[config.mk]
export PLATFORM = sky130hd
export DESIGN_NAME = muldiv_unit
export DESIGN_NICKNAME = d
export VERILOG_FILES = /design/src/rtl/muldiv_unit_pkg.sv /design/src/rtl/muldiv_divider.sv /design/src/rtl/muldiv_unit.sv
export SDC_FILE = /design/constraint.sdc
export NUM_CORES = 2
export LEC_CHECK = 0
export CORE_MARGIN = 1
export CORE_UTILIZATION = 55
export DETAILED_ROUTE_END_ITERATION = 12
export GPL_TIMING_DRIVEN = 0
export PLACE_DENSITY = 0.73
export SLEW_MARGIN = 40
export SYNTH_ARGS = -nofsm -noshare
export SYNTH_HDL_FRONTEND = slang
export SYNTH_SLANG_ARGS = --single-unit
[constraint.sdc]
create_clock -name clk_i -period 23.4 [get_ports clk_i]
set_input_delay 3.51 -clock clk_i [delete_from_list [all_inputs] [get_ports clk_i]]
set_output_delay 3.51 -clock clk_i [all_outputs]
set_load 0.01 [all_outputs]
[src/rtl/muldiv_unit_pkg.sv]
`default_nettype none
// ==========================================================================
// muldiv_unit_pkg : shared core defines (ALU and RV32M op encodings)
// Rev 1.0
// ==========================================================================
package muldiv_unit_pkg;

  localparam int unsigned XLEN = 32;

  typedef enum logic [3:0] {
    ALU_ADD  = 4'd0,
    ALU_SUB  = 4'd1,
    ALU_AND  = 4'd2,
    ALU_OR   = 4'd3,
    ALU_XOR  = 4'd4,
    ALU_SLL  = 4'd5,
    ALU_SRL  = 4'd6,
    ALU_SRA  = 4'd7,
    ALU_SLT  = 4'd8,
    ALU_SLTU = 4'd9
  } control_alu_op_e;

  // Bit 2 separates the divide class from the multiply class.
  typedef enum logic [2:0] {
    MD_MUL    = 3'd0,
    MD_MULH   = 3'd1,
    MD_MULHSU = 3'd2,
    MD_MULHU  = 3'd3,
    MD_DIV    = 3'd4,
    MD_DIVU   = 3'd5,
    MD_REM    = 3'd6,
    MD_REMU   = 3'd7
  } control_muldiv_op_e;

  function automatic logic is_div_op(input control_muldiv_op_e op);
    return op[2];
  endfunction

  function automatic logic is_signed_div(input control_muldiv_op_e op);
    return (op == MD_DIV) || (op == MD_REM);
  endfunction

  function automatic logic is_rem_op(input control_muldiv_op_e op);
    return (op == MD_REM) || (op == MD_REMU);
  endfunction

endpackage
`default_nettype wire

[src/rtl/muldiv_divider.sv]
`default_nettype none
// ==========================================================================
// muldiv_divider : 32-step radix-2 restoring divider on unsigned magnitudes
// Rev 1.0
// ==========================================================================
module muldiv_divider
  import muldiv_unit_pkg::*;
(
  input  logic            clk_i,
  input  logic            rst_ni,
  input  logic            start,
  input  logic            abort,
  input  logic [XLEN-1:0] dividend,
  input  logic [XLEN-1:0] divisor,
  output logic            done,
  output logic [XLEN-1:0] quotient,
  output logic [XLEN-1:0] remainder
);

  logic            running;
  logic [4:0]      count;
  logic [XLEN-1:0] quo;
  logic [XLEN-1:0] rem;
  logic [XLEN-1:0] dvs;
  logic [XLEN:0]   rem_shift;
  logic            fits;
  logic [XLEN-1:0] quo_next;
  logic [XLEN-1:0] rem_next;

  // When the divisor fits, the true difference is below 2^32, so a 32-bit subtract suffices.
  always_comb begin
    rem_shift = {rem, quo[XLEN-1]};
    fits      = rem_shift >= {1'b0, dvs};
    quo_next  = {quo[XLEN-2:0], fits};
    rem_next  = fits ? (rem_shift[XLEN-1:0] - dvs) : rem_shift[XLEN-1:0];
  end

  // Results are presented combinationally alongside done so the caller can register them.
  assign done      = running && (count == 5'd31);
  assign quotient  = quo_next;
  assign remainder = rem_next;

  always_ff @(posedge clk_i or negedge rst_ni) begin
    if (!rst_ni) begin
      running <= 1'b0;
      count   <= 5'd0;
      quo     <= '0;
      rem     <= '0;
      dvs     <= '0;
    end else if (abort) begin
      running <= 1'b0;
      count   <= 5'd0;
    end else if (start) begin
      running <= 1'b1;
      count   <= 5'd0;
      quo     <= dividend;
      rem     <= '0;
      dvs     <= divisor;
    end else if (running) begin
      quo   <= quo_next;
      rem   <= rem_next;
      count <= count + 5'd1;
      if (count == 5'd31) begin
        running <= 1'b0;
      end
    end
  end

endmodule
`default_nettype wire

[src/rtl/muldiv_unit.sv]
`default_nettype none
// ==========================================================================
// muldiv_unit : RV32M multiply/divide unit (2-cycle mul, 33-cycle div)
// Rev 1.0
// ==========================================================================
module muldiv_unit
  import muldiv_unit_pkg::*;
(
  input  logic               clk_i,
  input  logic               rst_ni,
  input  logic [XLEN-1:0]    a_i,
  input  logic [XLEN-1:0]    b_i,
  input  control_muldiv_op_e ctrl_muldiv_op_i,
  input  logic               valid_i,
  input  logic               flush_i,
  output logic               ready_o,
  output logic               busy_o,
  output logic               valid_o,
  output logic [XLEN-1:0]    result_o
);

  typedef enum logic [1:0] {
    IDLE = 2'd0,
    MUL  = 2'd1,
    DIV  = 2'd2,
    DONE = 2'd3
  } state_e;

  state_e             state;
  state_e             state_next;
  control_muldiv_op_e op_q;
  logic [XLEN-1:0]    a_q;
  logic [XLEN-1:0]    b_q;
  logic [XLEN-1:0]    result_q;
  logic               neg_quo;
  logic               neg_rem;

  logic               accept;
  logic               a_neg;
  logic               b_neg;
  logic [XLEN-1:0]    a_mag;
  logic [XLEN-1:0]    b_mag;
  logic               div_zero;
  logic               div_ovf;
  logic               div_special;
  logic [XLEN-1:0]    special_res;
  logic               div_start;
  logic               div_done;
  logic [XLEN-1:0]    div_quo;
  logic [XLEN-1:0]    div_rem;
  logic [XLEN-1:0]    div_res;
  logic               a_top;
  logic               b_top;
  logic [2*XLEN-1:0]  product;
  logic [XLEN-1:0]    mul_res;

  assign accept = valid_i && (state == IDLE) && !flush_i;

  always_comb begin
    a_neg       = is_signed_div(ctrl_muldiv_op_i) && a_i[XLEN-1];
    b_neg       = is_signed_div(ctrl_muldiv_op_i) && b_i[XLEN-1];
    a_mag       = a_neg ? -a_i : a_i;
    b_mag       = b_neg ? -b_i : b_i;
    div_zero    = (b_i == '0);
    div_ovf     = is_signed_div(ctrl_muldiv_op_i) && (a_i == 32'h8000_0000) && (b_i == '1);
    div_special = div_zero || div_ovf;
    if (div_zero) begin
      special_res = is_rem_op(ctrl_muldiv_op_i) ? a_i : '1;
    end else begin
      special_res = is_rem_op(ctrl_muldiv_op_i) ? '0 : 32'h8000_0000;
    end
  end

  assign div_start = accept && is_div_op(ctrl_muldiv_op_i) && !div_special;

  muldiv_divider u_divider (
    .clk_i     (clk_i),
    .rst_ni    (rst_ni),
    .start     (div_start),
    .abort     (flush_i),
    .dividend  (a_mag),
    .divisor   (b_mag),
    .done      (div_done),
    .quotient  (div_quo),
    .remainder (div_rem)
  );

  assign div_res = is_rem_op(op_q) ? (neg_rem ? -div_rem : div_rem)
                                   : (neg_quo ? -div_quo : div_quo);

  // Sign-extend to 64 bits per operand signedness; the low 64 bits of the product are exact.
  always_comb begin
    a_top   = (op_q != MD_MULHU) && a_q[XLEN-1];
    b_top   = ((op_q == MD_MUL) || (op_q == MD_MULH)) && b_q[XLEN-1];
    product = {{XLEN{a_top}}, a_q} * {{XLEN{b_top}}, b_q};
    mul_res = (op_q == MD_MUL) ? product[XLEN-1:0] : product[2*XLEN-1:XLEN];
  end

  always_ff @(posedge clk_i or negedge rst_ni) begin
    if (!rst_ni) begin
      state <= IDLE;
    end else begin
      state <= state_next;
    end
  end

  always_comb begin
    state_next = state;
    ready_o    = 1'b0;
    busy_o     = 1'b1;
    valid_o    = 1'b0;
    case (state)
      IDLE: begin
        ready_o = 1'b1;
        busy_o  = 1'b0;
        if (accept) begin
          if (!is_div_op(ctrl_muldiv_op_i)) begin
            state_next = MUL;
          end else if (div_special) begin
            state_next = DONE;
          end else begin
            state_next = DIV;
          end
        end
      end
      MUL: state_next = flush_i ? IDLE : DONE;
      DIV: begin
        if (flush_i) begin
          state_next = IDLE;
        end else if (div_done) begin
          state_next = DONE;
        end
      end
      DONE: begin
        valid_o    = 1'b1;
        state_next = IDLE;
      end
      default: state_next = IDLE;
    endcase
  end

  always_ff @(posedge clk_i or negedge rst_ni) begin
    if (!rst_ni) begin
      op_q     <= MD_MUL;
      a_q      <= '0;
      b_q      <= '0;
      neg_quo  <= 1'b0;
      neg_rem  <= 1'b0;
      result_q <= '0;
    end else if (accept) begin
      op_q    <= ctrl_muldiv_op_i;
      a_q     <= a_i;
      b_q     <= b_i;
      neg_quo <= a_neg ^ b_neg;
      neg_rem <= a_neg;
      if (is_div_op(ctrl_muldiv_op_i) && div_special) begin
        result_q <= special_res;
      end
    end else if (!flush_i) begin
      if (state == MUL) begin
        result_q <= mul_res;
      end else if ((state == DIV) && div_done) begin
        result_q <= div_res;
      end
    end
  end

  assign result_o = result_q;

endmodule
`default_nettype wire

==> key figures <==
Timing
  – Relative slew slack: 30.6%
  – Clock Skew: 0.0409 ns
  – Worst hold slack: 0.496 ns
  – Hold Fails Final Rpt: 0
  – RSZ-0062 raised after global routing: no
  – Slew @ Worst Pin: 1.04 ns
  – Min Clock Period, post-route: 10.72 ns
  – Max Fclk: 93.3 MHz
  – TNS Setup: 0 ns
  – Final Max Tran Viols: 0
  – Final setup fails: 0
  – Final period util: 45.8%

Clocking
  – CTS Buf Count: 27
  – Sink Count: 205
  – # Post-CTS Setup Buffers: 0
  – CTS Buffer Depth: 3
  – CTS tree: done
  – Clock transition at the registers of the reported paths: 0.07 ns
  – Level count of the clock H-tree: 1
  – Clock root buffer: clkbuf_16
  – Post-cts sizing count: 0
  – Clock latency on the worst-skew pair: 0.61 ns
  – # hold bufs at CTS: 0

GRT
  – Largest net degree at the start of global routing: 71
  – GRT overflow: 0
  – First-pass GRT wire length: 326000 um
  – Antenna violations before repair: 30
  – Gr usage total: 47.5%
  – Vias in the first global route: 46900

Die
  – FP Rows: 112
  – I/O pins: 106
  – Die H: 311 um
  – Starting Density: 55.8%
  – CORE AREA: 0.0939 mm^2
  – Die Area: 0.0966 mm^2
  – Die X: 311 um

Logic synthesis
  – Commonest cells post-synth: 1170 x nand2_1, 1152 x inv_1, 1126 x fa_1
  – Synth top area share: 43.0%
  – Largest family of logic cells by synthesized area: adder cells
  – Post-Syn Area per Cell: 8.64 um^2
  – XOR/XNOR share of the synthesized area: 3.26%
  – Post-synthesis instance total: 6069
  – Adder-Cell Fraction of Synth Area: 49.1%
  – Cell accounting for the most synthesized area: fa_1
  – Synth async-reset ratio: 100%
  – Most frequent cell after synthesis: nand2_1
  – Mapped Area: 0.0524 mm^2
  – Syn_nets: 7521
  – Primary FF master, synth: dfrtp_1
  – Simple-gate share of the synthesized area: 17.1%
  – Synth cell types: 88
  – Seq/Total Area, Yosys: 9.78%
  – Post-synthesis compound-gate area fraction: 9.44%
  – Warnings from Yosys: 0
  – Mux cell area share after synthesis: 0.604%
  – Synth Register Bits: 205
  – EDFF count, synth: 0
  – Top cells by area, synth: fa_1 43%, dfrtp_1 9.8%, nand2_1 8.4%

Setup path
  – CP max stage cell: fa_1
  – CP Capture Type: flop
  – Crit path kind: flop to flop
  – Startpoint types: flop
  – CP bufs+invs: 6
  – Critical path's top delay family: adder cells
  – CP peak stage delay: 0.72 ns
  – Critical path arrival: 11.19 ns
  – Maximum fanout along the worst path: 10
  – Critical Path Most Common Cell: fa_1
  – WP data required: 23.88 ns

Cells and area
  – Total Nets Final: 7659
  – Final core utilization: 59.9%
  – Area delta synth->final: 7.32%
  – Layout cells sized above 1: 3.65%
  – Filler instances: 8532
  – Final instance area: 0.0563 mm^2

Routing
  – Routed wire length per instance: 30.1 um
  – Drt via density: 6.11
  – DR WL met3: 27100 um
  – Final wirelength: 226000 um
  – Vias: 45800
  – Post-route ant nets: 0
  – Starting DRT DRC Count: 5284
  – DRC: 0
  – WL met2: 96600 um
  – Drt pass-1 iters: 8
  – Met1 Wirelength: 82400 um
  – Top routing layer in use: met5

Placement
  – Routability Congestion: 1.10
  – Port Buffers: 104
  – DP Area: 0.0553 mm^2
  – HPWL after DPL: 187000 um

Run status
  – Status: finished, final reports clean

Min path
  – HP Class: flop to flop

Job
  – Max_cap viols: 0
path summary, 6_finish.rpt:
path,startpoint,to,slack [ns],cells past startpoint
setup / recovery,a_q[31],result_o[26],12.68,28
hold reg to reg,u_divider.dvs[7],u_divider.dvs[7],0.50,2
setup reg to reg,a_q[31],result_o[26],12.68,28
hold / removal,u_divider.dvs[7],u_divider.dvs[7],0.50,2
min in group asynchronous,rst_ni,u_divider.count[4],2.76,1
max in group asynchronous,rst_ni,a_q[31],19.60,3
cells by family after synthesis:
| kind of cell | count (synthesis) |
|---|---|
| DFF | 205 |
| AOI/OAI and AO/OA | 775 |
| muxes | 31 |
| buffers and inverters | 1502 |
| xor gates and xnor gates | 195 |
| adders and majority gates | 1381 |
| and+or+nand+nor | 1980 |
flip-flops by register name, indices dropped and copies added (netlist names):
name,count
op_q,3
u_divider.count,5
u_divider.rem,32
neg_rem,1
result_o,32
b_q,32
u_divider.running,1
u_divider.quo,32
state,2
neg_quo,1
a_q,32
u_divider.dvs,32
layer usage:
metal,vias to the layer above,GRT usage [%]
met5,-,0.840
met4,28,32.8
met3,742,12.7
met2,3130,70.1
met1,23000,61.0
li1,18900,-
per-stage QoR:
stage / setup slack [ns] / std cells
CTS: 12.90 / 7481
global placement: 9.45 / 7427
floorplan: 15.05 / 6069
detailed placement: 12.87 / 7432
global route: 12.41 / 7483
finish: 12.68 / 7496
worst register-to-register path: cells and delay by family (launching register included):
family / cells / cell delay [ns]
AOI/OAI and AO/OA: 11 / 2.92
adders and majority gates: 9 / 4.72
buffers and inverters: 6 / 1.97
DFF: 1 / 0.31
muxes: 1 / 0.47
and+or+nand+nor: 1 / 0.23
final cells by class:
cell class	count	area, um^2	share of cell area [%]
Antenna cell	15	37.5	0.0667
Buffer	348	1460	2.59
Multi-Input combinational cell	4362	41700	74.1
Clock buffer	33	718	1.28
Sequential cell	205	5130	9.12
Clock inverter	16	176	0.314
Tap cell	1254	1570	2.79
Timing Repair Buffer	109	1140	2.03
Inverter	1154	4330	7.70
cell usage in the layout, fill, tap and decap left out, types with 112 or more instances in the layout:
cell type  count
a21oi_1      205
xnor2_1      112
nand2_1     1170
inv_1       1152
o21ai_0      215
ha_1         255
clkbuf_1     215
clkbuf_2     112
nor2_1       197
and2_1       335
dfrtp_1      205
fa_1        1125
Power is not shown: default switching activity piles up to over one toggle a cycle in this logic, so the estimate is an artifact.
